### config.mk
export PLATFORM = sky130hd
export DESIGN_NAME = multicycle_controller
export DESIGN_NICKNAME = d
export VERILOG_FILES = /design/src/rtl/multicycle_controller.sv
export SDC_FILE = /design/constraint.sdc
export NUM_CORES = 1
export LEC_CHECK = 0
export BUFFER_PORTS_ARGS = -buffer_cell sky130_fd_sc_hd__buf_2
export CORE_MARGIN = 5
export CORE_UTILIZATION = 35
export CTS_CLUSTER_DIAMETER = 60
export DETAILED_ROUTE_END_ITERATION = 10
export PLACE_DENSITY = 0.66
export SYNTH_ARGS = -nofsm -noshare
export SYNTH_HDL_FRONTEND = slang
export SYNTH_SLANG_ARGS = --single-unit
### constraint.sdc
create_clock -name clk -period 1.7 [get_ports clk]
set_input_delay 0.255 -clock clk [delete_from_list [all_inputs] [get_ports clk]]
set_output_delay 0.255 -clock clk [all_outputs]
set_load 0.01 [all_outputs]
### src/rtl/multicycle_controller.sv
//------------------------------------------------------------------------------
// Module      : multicycle_controller
// Description : Five-state multicycle RV32I-subset control FSM with Moore
//               outputs decoded from the latched instruction register.
// Revision    : 1.0 - initial release
//------------------------------------------------------------------------------
`default_nettype none

module multicycle_controller (
    input  logic        clk,
    input  logic        rst,
    input  logic [31:0] instr,
    input  logic        zero,
    output logic [3:0]  alu_op,
    output logic        alu_src,
    output logic        mem_read,
    output logic        mem_write,
    output logic        reg_write,
    output logic        mem_to_reg,
    output logic        pc_write,
    output logic        pc_src,
    output logic        illegal,
    output logic [2:0]  state
);

    localparam logic [3:0] ALUOP_AND = 4'b0000;
    localparam logic [3:0] ALUOP_OR  = 4'b0001;
    localparam logic [3:0] ALUOP_ADD = 4'b0010;
    localparam logic [3:0] ALUOP_SUB = 4'b0110;
    localparam logic [3:0] ALUOP_LT  = 4'b0100;
    localparam logic [3:0] ALUOP_XOR = 4'b0101;
    localparam logic [3:0] ALUOP_SRL = 4'b1000;
    localparam logic [3:0] ALUOP_SLL = 4'b1001;
    localparam logic [3:0] ALUOP_SRA = 4'b1010;

    localparam logic [6:0]  OPC_R    = 7'b0110011;
    localparam logic [6:0]  OPC_I    = 7'b0010011;
    localparam logic [6:0]  OPC_LW   = 7'b0000011;
    localparam logic [6:0]  OPC_SW   = 7'b0100011;
    localparam logic [6:0]  OPC_BEQ  = 7'b1100011;
    localparam logic [31:0] IR_NOP   = 32'h0000_0013;

    typedef enum logic [2:0] {
        S_IF  = 3'd0,
        S_ID  = 3'd1,
        S_EX  = 3'd2,
        S_MEM = 3'd3,
        S_WB  = 3'd4
    } state_t;

    state_t      state_q, state_d;
    logic [31:0] ir_q, ir_d;
    logic        br_zero_q, br_zero_d;

    logic [6:0]  w_opcode;
    logic [2:0]  w_funct3;
    logic        w_alt;
    logic        w_alu_valid;
    logic [3:0]  w_alu_code;
    logic        w_legal;
    logic [3:0]  w_dec_op;
    logic        w_dec_src;
    logic        w_is_lw, w_is_sw, w_is_beq, w_writes_rd;

    assign w_opcode = ir_q[6:0];
    assign w_funct3 = ir_q[14:12];
    assign w_alt    = ir_q[30];

    always_ff @(posedge clk or posedge rst) begin
        if (rst) begin
            state_q   <= S_IF;
            ir_q      <= IR_NOP;
            br_zero_q <= 1'b0;
        end else begin
            state_q   <= state_d;
            ir_q      <= ir_d;
            br_zero_q <= br_zero_d;
        end
    end

    always_comb begin
        state_d   = S_IF;
        ir_d      = ir_q;
        br_zero_d = br_zero_q;
        case (state_q)
            S_IF:  begin state_d = S_ID;  ir_d = instr;      end
            S_ID:        state_d = S_EX;
            S_EX:  begin state_d = S_MEM; br_zero_d = zero;  end
            S_MEM:       state_d = S_WB;
            S_WB:        state_d = S_IF;
            default:     state_d = S_IF;
        endcase
    end

    // Shared funct3 table for R-type and I-ALU; the SUB alternate is R-type only.
    always_comb begin
        w_alu_valid = 1'b1;
        w_alu_code  = ALUOP_ADD;
        case (w_funct3)
            3'b000: w_alu_code = (w_alt && (w_opcode == OPC_R)) ? ALUOP_SUB : ALUOP_ADD;
            3'b111: w_alu_code = ALUOP_AND;
            3'b110: w_alu_code = ALUOP_OR;
            3'b100: w_alu_code = ALUOP_XOR;
            3'b010: w_alu_code = ALUOP_LT;
            3'b001: w_alu_code = ALUOP_SLL;
            3'b101: w_alu_code = w_alt ? ALUOP_SRA : ALUOP_SRL;
            default: w_alu_valid = 1'b0;
        endcase
    end

    always_comb begin
        w_legal     = 1'b0;
        w_dec_op    = ALUOP_ADD;
        w_dec_src   = 1'b0;
        w_is_lw     = 1'b0;
        w_is_sw     = 1'b0;
        w_is_beq    = 1'b0;
        w_writes_rd = 1'b0;
        case (w_opcode)
            OPC_R: begin
                w_legal     = w_alu_valid;
                w_dec_op    = w_alu_code;
                w_writes_rd = w_alu_valid;
            end
            OPC_I: begin
                w_legal     = w_alu_valid;
                w_dec_op    = w_alu_code;
                w_dec_src   = 1'b1;
                w_writes_rd = w_alu_valid;
            end
            OPC_LW: begin
                w_legal     = (w_funct3 == 3'b010);
                w_dec_src   = 1'b1;
                w_is_lw     = w_legal;
                w_writes_rd = w_legal;
            end
            OPC_SW: begin
                w_legal   = (w_funct3 == 3'b010);
                w_dec_src = 1'b1;
                w_is_sw   = w_legal;
            end
            OPC_BEQ: begin
                w_legal  = (w_funct3 == 3'b000);
                w_dec_op = ALUOP_SUB;
                w_is_beq = w_legal;
            end
            default: w_legal = 1'b0;
        endcase
    end

    // Outputs depend only on state_q and ir_q/br_zero_q, so reset clears them at once.
    always_comb begin
        alu_op     = ALUOP_ADD;
        alu_src    = 1'b0;
        mem_read   = 1'b0;
        mem_write  = 1'b0;
        reg_write  = 1'b0;
        mem_to_reg = 1'b0;
        pc_write   = 1'b0;
        pc_src     = 1'b0;
        illegal    = (state_q != S_IF) && !w_legal;
        state      = state_q;
        case (state_q)
            S_EX: begin
                if (w_legal) begin
                    alu_op  = w_dec_op;
                    alu_src = w_dec_src;
                end
            end
            S_MEM: begin
                mem_read  = w_is_lw;
                mem_write = w_is_sw;
            end
            S_WB: begin
                reg_write  = w_writes_rd;
                mem_to_reg = w_is_lw;
                pc_write   = 1'b1;
                pc_src     = w_is_beq && br_zero_q;
            end
            default: ;
        endcase
    end

endmodule

`default_nettype wire

=== Word-level counts from Yosys, hierarchy flattened ===
Index checks and enable logic that the tools add are counted.

* Bits in registers: 35
* Input port bits: 35
* Output and inout bits: 15

* Eq/ne operators: 15
* Muxes and demuxes: 22
* Reductions and logical operators: 11

{| class="wikitable"
|+ Operators by type and width
! operator !! number
|-
| $pmux W4 S7 || 1
|-
| $eq A3 B3 Y1 const B || 5
|-
| $eq A7 B6 Y1 const B || 2
|-
| $mux W1 || 13
|-
| $pmux W3 S4 || 1
|-
| $eq A3 B2 Y1 const B || 3
|-
| $mux W4 || 2
|-
| $pmux W4 S2 || 1
|-
| $eq A7 B2 Y1 const B || 1
|-
| $eq A7 B5 Y1 const B || 1
|-
| $eq A7 B7 Y1 const B || 1
|-
| $reduce_or A7 Y1 || 1
|-
| $eq A3 B1 Y1 const B || 2
|-
| $logic_not A3 Y1 || 2
|-
| $reduce_or A2 Y1 || 2
|-
| $logic_and A1 B1 Y1 || 3
|-
| $mux W3 || 1
|-
| $pmux W1 S3 || 1
|-
| $reduce_bool A3 Y1 || 1
|-
| $reduce_or A3 Y1 || 1
|-
| $mux W2 || 1
|-
| $pmux W1 S2 || 1
|-
| $logic_not A1 Y1 || 1
|}

=== Depth between registers and ports, before layout ===
Gate-level depths: netlist (run 1).

* Depth after elaboration: 7
* Mapped depth: 5

=== Worst setup path before layout (run 1) ===
No wires, ideal clock.

* Kind: reg2out
* Start: reg ir_q[1]
* End: out alu_src
* Arrival time: 1267 ps
* Path slack: 178 ps
* Cell stages (with the launch flop): 5
* Cells stage by stage: dfstp_2 -> and4bb_2 -> buf_6 -> o2111a_1 -> o2111a_1

* Cells in the longest elaborated chain, start to end: 5
* Elaborated cells between the ends (all ways): 12

{| class="wikitable"
|+ Ends and longest elaborated chain
! item !! line !! RTL
|-
| start, declared || 52 || <nowiki>logic [31:0] ir_q, ir_d;</nowiki>
|-
| start signal, assigned || 76 || <nowiki>ir_q <= ir_d;</nowiki>
|-
| $eq A7 B6 Y1 (tied with other cells) || 119 || <nowiki>case (w_opcode)</nowiki>
|-
| $reduce_or A2 Y1 (no source line) / $reduce_or A3 Y1 (equally long branches) || -- ||
|-
| $pmux W1 S3 / $mux W1 (equally long branches) || 119 ||
|-
| $mux W1 (*) || 165 || <nowiki>if (w_legal) begin</nowiki>
|-
| $mux W1 (*) || 163 || <nowiki>case (state_q)</nowiki>
|-
| end, declared || 15 || <nowiki>output logic alu_src,</nowiki>
|}

Every way passes the cells marked *; elsewhere a longest branch is shown, timed or not.

=== Worst setup path in the final report (run 1) ===
Same ends and word-level chain as after synthesis.

==> results of run 1 <==
[critical path, delay by kind of cell, from the launching register on]
family	cells	cell delay [ps]
AO/OA/AOI/OAI	1	210
flip-flops	1	570
buffers and inverters	1	130
AND/OR/NAND/NOR	2	490
[registers in the layout (all words and copies together), names as in the netlist]
register / count
state: 3
ir_q: 11
br_zero_q: 1
[power breakdown]
group / switching, W / total (W) / internal [W]
sequential: 0.0000196 / 0.000395 / 0.000375
combinational: 0.0000371 / 0.0000820 / 0.0000448
clock: 0.000126 / 0.000213 / 0.0000874
total: 0.000182 / 0.000689 / 0.000507
[layer usage]
layer / part of all wire (%) / global-route usage [%] / wire, um / vias up
met4: 0.71 / 4.64 / 16 / 0
met2: 48 / 20.6 / 1080 / 18
met5: 0 / 0 / 0 / -
met3: 7.2 / 4.04 / 162 / 2
li1: - / - / - / 379
met1: 44 / 16.3 / 991 / 389
[repair_timing]
item / in CTS / in global routing
gates cloned: 1 / 0
resized for setup: 5 / 10
buffers inserted: 1 / 2
pin swaps: 8 / 3
endpoints found under the setup margin: 11 / 11
[synth_stat cells]
| library cell | instances | share of area [%] |
|---|---|---|
| a211o_1 | 1 | 0.98 |
| a21o_1 | 1 | 0.84 |
| a21oi_1 | 4 | 2.2 |
| and3_1 | 1 | 0.70 |
| and3b_1 | 1 | 0.98 |
| and4bb_2 | 2 | 2.8 |
| buf_2 | 1 | 0.56 |
| buf_4 | 1 | 0.84 |
| buf_6 | 2 | 2.5 |
| dfrtp_1 | 12 | 33 |
| dfstp_2 | 3 | 8.8 |
| inv_1 | 5 | 2.1 |
| mux2_2 | 5 | 6.3 |
| mux2_4 | 5 | 8.4 |
| nand2_1 | 7 | 2.9 |
| nand2b_1 | 2 | 1.4 |
| nand3_1 | 5 | 2.8 |
| nand3b_1 | 1 | 0.84 |
| nand4_1 | 2 | 1.4 |
| nor2_1 | 8 | 3.3 |
| nor2b_1 | 2 | 1.4 |
| nor3_1 | 2 | 1.1 |
| nor3_4 | 1 | 1.8 |
| nor3b_1 | 1 | 0.84 |
| nor3b_2 | 1 | 1.4 |
| nor4_2 | 1 | 1.4 |
| nor4b_1 | 1 | 0.98 |
| o2111a_1 | 2 | 2.5 |
| o211ai_1 | 1 | 0.84 |
| o21ai_0 | 3 | 1.7 |
| or2_4 | 1 | 0.98 |
| xnor2_1 | 1 | 0.98 |
[kinds of logic after synthesis]
kind of cell | count (synthesis) | synth area share, %
AND/OR/NAND/NOR | 39 | 27.1
multiplexers | 10 | 14.6
XOR/XNOR | 1 | 0.976
buffers and inverters | 9 | 6.00
flip-flops | 15 | 42.3
AO/OA/AOI/OAI | 12 | 9.07
[stage by stage]
stage	TNS (ps)	power (W)	cells	setup WS [ps]
after floorplan	0	0.000439	86	178
after global placement	0	0.000463	145	54.1
after detailed placement	0	0.000467	145	29.4
after CTS	-1430	0.000684	151	-216
after global routing	-2560	0.000719	153	-285
final	-1780	0.000689	153	-234
[layout make-up]
type                    count  share of cell area, %
clock buffers               3                   1.88
clock inverters             1                  0.418
inverters                   5                   1.57
multi-input cells          63                   43.9
flip-flops and latches     15                   32.0
well taps                  30                   3.13
repair buffers             36                   17.0
[how the worst max path moves through the flow]
stage	startpoint	end	slack, ps	depth (start not counted)
after CTS	ir_q[0]	alu_src	-220	4
after detailed placement	ir_q[1]	alu_src	30	4
after global placement	ir_q[0]	alu_src	50	4
final	ir_q[1]	alu_src	-230	4
after floorplan	ir_q[1]	alu_src	180	4
after global routing	ir_q[1]	alu_op[2]	-280	5
==> impl_metrics.py, run 1 <==
metrics = {
    "run_status": {
        "run_status": "complete, but fails checks",
        "violations": "hold timing, setup timing",
    },
    "worst_setup_path": {
        "startpoint_type": "flip-flop",
        "crit_slowest_cell": "dfstp_2",
        "arrival_ps": 1680,
        "r2r-start": "state[1]",
        "crit_path_cell_trace": "and4bb_4 > and3_1 > o2111a_1 > buf_2",
        "required_ps": 1440,
        "r2r-end": "br_zero_q",
        "cp-end-kind": "output port",
        "crit_fanout": 5,
        "crit_type": "reg2out",
        "critical-path-max-stage-delay_ps": 570,
        "r2r_slack_ps": 270,
        "rr_worst_depth": 3,
    },
    "placed_design": {
        "place_area_mm2": 0.00108,
        "io_buffer_count": 28,
        "place_hpwl_um": 1590,
        "place_congestion": 0.821,
    },
    "synth": {
        "synth.distinct_cells": 32,
        "ys_seq_elements": 15,
        "synth_cells": 86,
        "syn-cell-area_um2": 897,
        "yosysWarnings": 0,
        "avgSynthCellArea_um2": 10.4,
        "syn-num-nets": 121,
        "ys_seq_area_share_pct": 42.3,
    },
    "detailed_routing": {
        "num_vias": 788,
        "vias_per_cell": 5.15,
        "drt_wl_total_um": 2250,
        "wl_per_cell_um": 14.7,
        "drt_iter0_markers": 11,
        "drc": 0,
        "first_pass_iters": 4,
        "ant_nets": 0,
    },
    "floorplanning": {
        "start_util_pct": 36.5,
        "ios": 50,
        "dieHeight_um": 60.6,
        "rows": 18,
        "die_x_um": 60.6,
        "coreArea_mm2": 0.00245,
        "dieArea_mm2": 0.00368,
    },
    "global_routing": {
        "grt_pass1_wl_um": 3540,
        "grt_usage_pct": 12.9,
        "grt_pass1_vias": 801,
        "grt_max_degree": 16,
        "grt_overflow_total": 0,
        "antenna_found_initial": 0,
    },
    "timing": {
        "hold_viol": 7,
        "period_share_pct": 114,
        "slew_headroom_pct": 62.6,
        "fin_skew_ps": 14.2,
        "fin_crit_ps": 1930,
        "grt_setup_unrepaired": "yes",
        "max_freq_mhz": 517,
        "finalWorstSetupSlack_ps": -234,
        "tightest_slew_ps": 560,
        "maxSlewViolCount": 0,
        "timing.hold.ws_ps": -6.31,
        "setup_viol_count_final": 11,
    },
    "cts": {
        "cts_max_level": 1,
        "cts.sinks": 15,
        "clk_pin_slew_ps": 110,
        "root_buffer": "clkbuf_4",
        "numCtsBuffers": 3,
        "clk_latency_ps": 290,
        "cts_tree": "built",
        "cts_buffer_depth": 2,
        "ctsHoldBuffers": 0,
    },
    "power": {
        "leakagePower_nw": 0.550,
        "power.density_mw_per_mm2": 575,
        "irDropWorstVdd_mv": 0.430,
    },
    "finish": {
        "utilization_pct": 48.8,
        "antennaDiodeCount": 0,
        "nFillCells": 243,
        "ff_latch_area_um2": 384,
        "area_growth_syn_to_layout_pct": 33.6,
        "nets": 159,
        "final_cell_mix": "28 x buf_2, 8 x dfrtp_1, 7 x nand2_1, 7 x buf_4, 6 x nor2_1",
        "fin_area_mm2": 0.00120,
        "final_common_cell": "buf_2",
        "drive_above_1_share_pct": 56.9,
        "multi_input_area_um2": 527,
    },
    "run": {
        "drv_cap": 0,
    },
    "min_path": {
        "hp-class": "in2async",
    },
}
Power figures use the tool's default switching activity.
==> inputs of run 2 (changes only) <==
--- a/config.mk
+++ b/config.mk
@@ -6,11 +6,15 @@
 export NUM_CORES = 1
 export LEC_CHECK = 0
 export BUFFER_PORTS_ARGS = -buffer_cell sky130_fd_sc_hd__buf_2
+export CELL_PAD_IN_SITES_DETAIL_PLACEMENT = 1
+export CELL_PAD_IN_SITES_GLOBAL_PLACEMENT = 1
 export CORE_MARGIN = 5
-export CORE_UTILIZATION = 35
+export CORE_UTILIZATION = 31
 export CTS_CLUSTER_DIAMETER = 60
 export DETAILED_ROUTE_END_ITERATION = 10
-export PLACE_DENSITY = 0.66
+export GPL_TIMING_DRIVEN = 0
+export HOLD_SLACK_MARGIN = 0.03
+export PLACE_DENSITY_LB_ADDON = 0.1
 export SYNTH_ARGS = -nofsm -noshare
 export SYNTH_HDL_FRONTEND = slang
 export SYNTH_SLANG_ARGS = --single-unit
==> run 2 against run 1 <==
The flow finishes with violations (setup timing). Via count shrank 3.0%. Sequential share of layout area grew 0.58 points. Global-route usage shrank 1.3 points. Critical path depth grew 1. Largest power group unchanged. Register-to-register slack is essentially flat. Non-clock buffer count grew 1. Setup slack lost 7.8 ps. Routed wire length shrank 4.3%. Largest cell class unchanged. Critical endpoint unchanged. Final cell count grew 0.65%.
==> impl_metrics.py, run 2 (synthesis results as in run 1) <==
metrics = {
    "detailed_routing": {
        "drc": 0,
        "ant_nets": 0,
        "vias_per_cell": 4.96,
        "wl_per_cell_um": 14.0,
        "drt_iter0_markers": 21,
        "first_pass_iters": 4,
        "drt_wl_total_um": 2160,
        "num_vias": 764,
    },
    "timing": {
        "fin_crit_ps": 1940,
        "max_freq_mhz": 515,
        "period_share_pct": 114,
        "hold_viol": 0,
        "fin_skew_ps": 2.38,
        "grt_setup_unrepaired": "yes",
        "slew_headroom_pct": 60.4,
        "tightest_slew_ps": 594,
        "setup_viol_count_final": 11,
        "final.setup.tns_ps": -1790,
        "maxSlewViolCount": 0,
        "finalWorstSetupSlack_ps": -242,
    },
    "placed_design": {
        "io_buffer_count": 28,
        "place_congestion": 0.689,
        "dp.cells": 145,
        "place_area_mm2": 0.00108,
    },
    "worst_setup_path": {
        "startpoint_type": "flip-flop",
        "cpMostUsedCell": "o2111a_1",
        "critical-path-max-stage-delay_ps": 530,
        "r2r-end": "ir_q[6]",
        "r2r-start": "state[0]",
        "crit_slowest_cell": "dfstp_2",
        "required_ps": 1440,
        "crit_type": "reg2out",
        "cp-end-kind": "output port",
        "crit_path_cell_trace": "and4bb_2 > buf_6 > o2111a_1 > o2111a_1 > buf_2",
        "rr_worst_depth": 3,
        "arrival_ps": 1690,
        "r2r_slack_ps": 270,
        "crit_fanout": 8,
    },
    "cts": {
        "root_buffer": "clkbuf_4",
        "cts.sinks": 15,
        "cts_buffer_depth": 2,
        "cts_max_level": 1,
        "clk_pin_slew_ps": 90,
        "cts_tree": "built",
        "numCtsBuffers": 3,
        "clk_latency_ps": 280,
    },
    "run_status": {
        "violations": "setup timing",
        "run_status": "complete, but fails checks",
    },
    "floorplanning": {
        "dieArea_mm2": 0.00407,
        "die_x_um": 63.8,
        "rows": 19,
        "coreArea_mm2": 0.00276,
        "start_util_pct": 32.5,
        "dieHeight_um": 63.8,
        "ios": 50,
    },
    "global_routing": {
        "antenna_found_initial": 0,
        "grt_max_degree": 16,
        "grt_usage_pct": 11.6,
        "grt_pass1_wl_um": 3810,
        "grt_pass1_vias": 800,
        "grt_overflow_total": 0,
    },
    "finish": {
        "final_cell_mix": "29 x buf_2, 9 x dfrtp_1, 8 x nor2_1",
        "nets": 159,
        "fin_area_mm2": 0.00117,
        "final_cells": 154,
        "largest_register_ffs": 11,
        "antennaDiodeCount": 0,
        "final_common_cell": "buf_2",
        "top_register": "ir_q",
        "multi_input_area_um2": 494,
        "ff_latch_area_um2": 383,
        "area_growth_syn_to_layout_pct": 30.8,
        "nFillCells": 329,
        "drive_above_1_share_pct": 52.8,
    },
    "run": {
        "drv_cap": 0,
    },
    "power": {
        "irDropWorstVdd_mv": 0.441,
        "finalPower_w": 0.000675,
        "power.density_mw_per_mm2": 575,
        "leakagePower_nw": 0.539,
    },
    "min_path": {
        "hp-class": "in2async",
    },
}
## run 2: cell types whose count changed in the layout (fill, tap and decap cells not counted), sizes merged
cell / delta
buf: +1
clkbuf: +1
clkinv: -1
and4bb: -1
## run 2: power by group
part            total, W  switching [W]  internal [W]
Combinational  0.0000830      0.0000388     0.0000442
Clock           0.000204       0.000113     0.0000909
Sequential      0.000388      0.0000138      0.000375
Total           0.000675       0.000166      0.000510
## run 2: worst max-delay path by stage
| stage | start | slack (ps) | cells after the start | endpoint |
|---|---|---|---|---|
| 2_1_floorplan | ir_q[1] | 180 | 4 | alu_src |
| 3_3_place_gp | ir_q[0] | 30 | 5 | alu_src |
| 3_5_place_dp | ir_q[0] | 40 | 5 | alu_src |
| 4_1_cts | ir_q[0] | -250 | 5 | alu_src |
| 5_1_grt | ir_q[1] | -330 | 5 | alu_src |
| 6_report | ir_q[1] | -240 | 5 | alu_src |
## run 2: per-layer routing
| metal | track usage (%) | vias to the layer above | routed length [um] |
|---|---|---|---|
| met4 | 4.68 | 0 | 17 |
| li1 | - | 378 | - |
| met2 | 19.8 | 13 | 1050 |
| met5 | 0 | - | 0 |
| met1 | 14.4 | 371 | 995 |
| met3 | 1.93 | 2 | 91 |
## run 2: worst max-delay path: cells and delay by family, from the launching register on
| family | cells | cell delay (ps) |
|---|---|---|
| compound gates | 2 | 380 |
| simple gates | 1 | 240 |
| buf+inv | 2 | 250 |
| flops | 1 | 530 |
## run 2: layout make-up
type                       count  area share [%]
timing repair buffer          33            15.1
tap                           31            3.30
inverter                       5            1.60
multi-input combinational     62            42.1
clock buffer                   4            2.24
sequential                    15            32.6
buffer                         4            2.99
## run 2: timing repair
action / in CTS / in global routing
pin swaps: 5 / 0
hold buffers: 0 / 0
endpoints found under the hold margin: 0 / 0
setup endpoints to repair: 11 / 11
gates resized for setup: 7 / 1
setup buffers: 5 / 0
gates cloned: 0 / 0
## run 2: metrics by stage
stage | utilization (%) | setup WS (ps) | hold WS (ps)
after floorplan | - | 178 | 154
after global placement | 39.0 | 32.3 | 351
after detailed placement | 39.0 | 40.0 | 347
after CTS | 42.4 | -254 | 38.6
after global routing | 42.6 | -331 | 76.1
final | 42.6 | -242 | 26.3
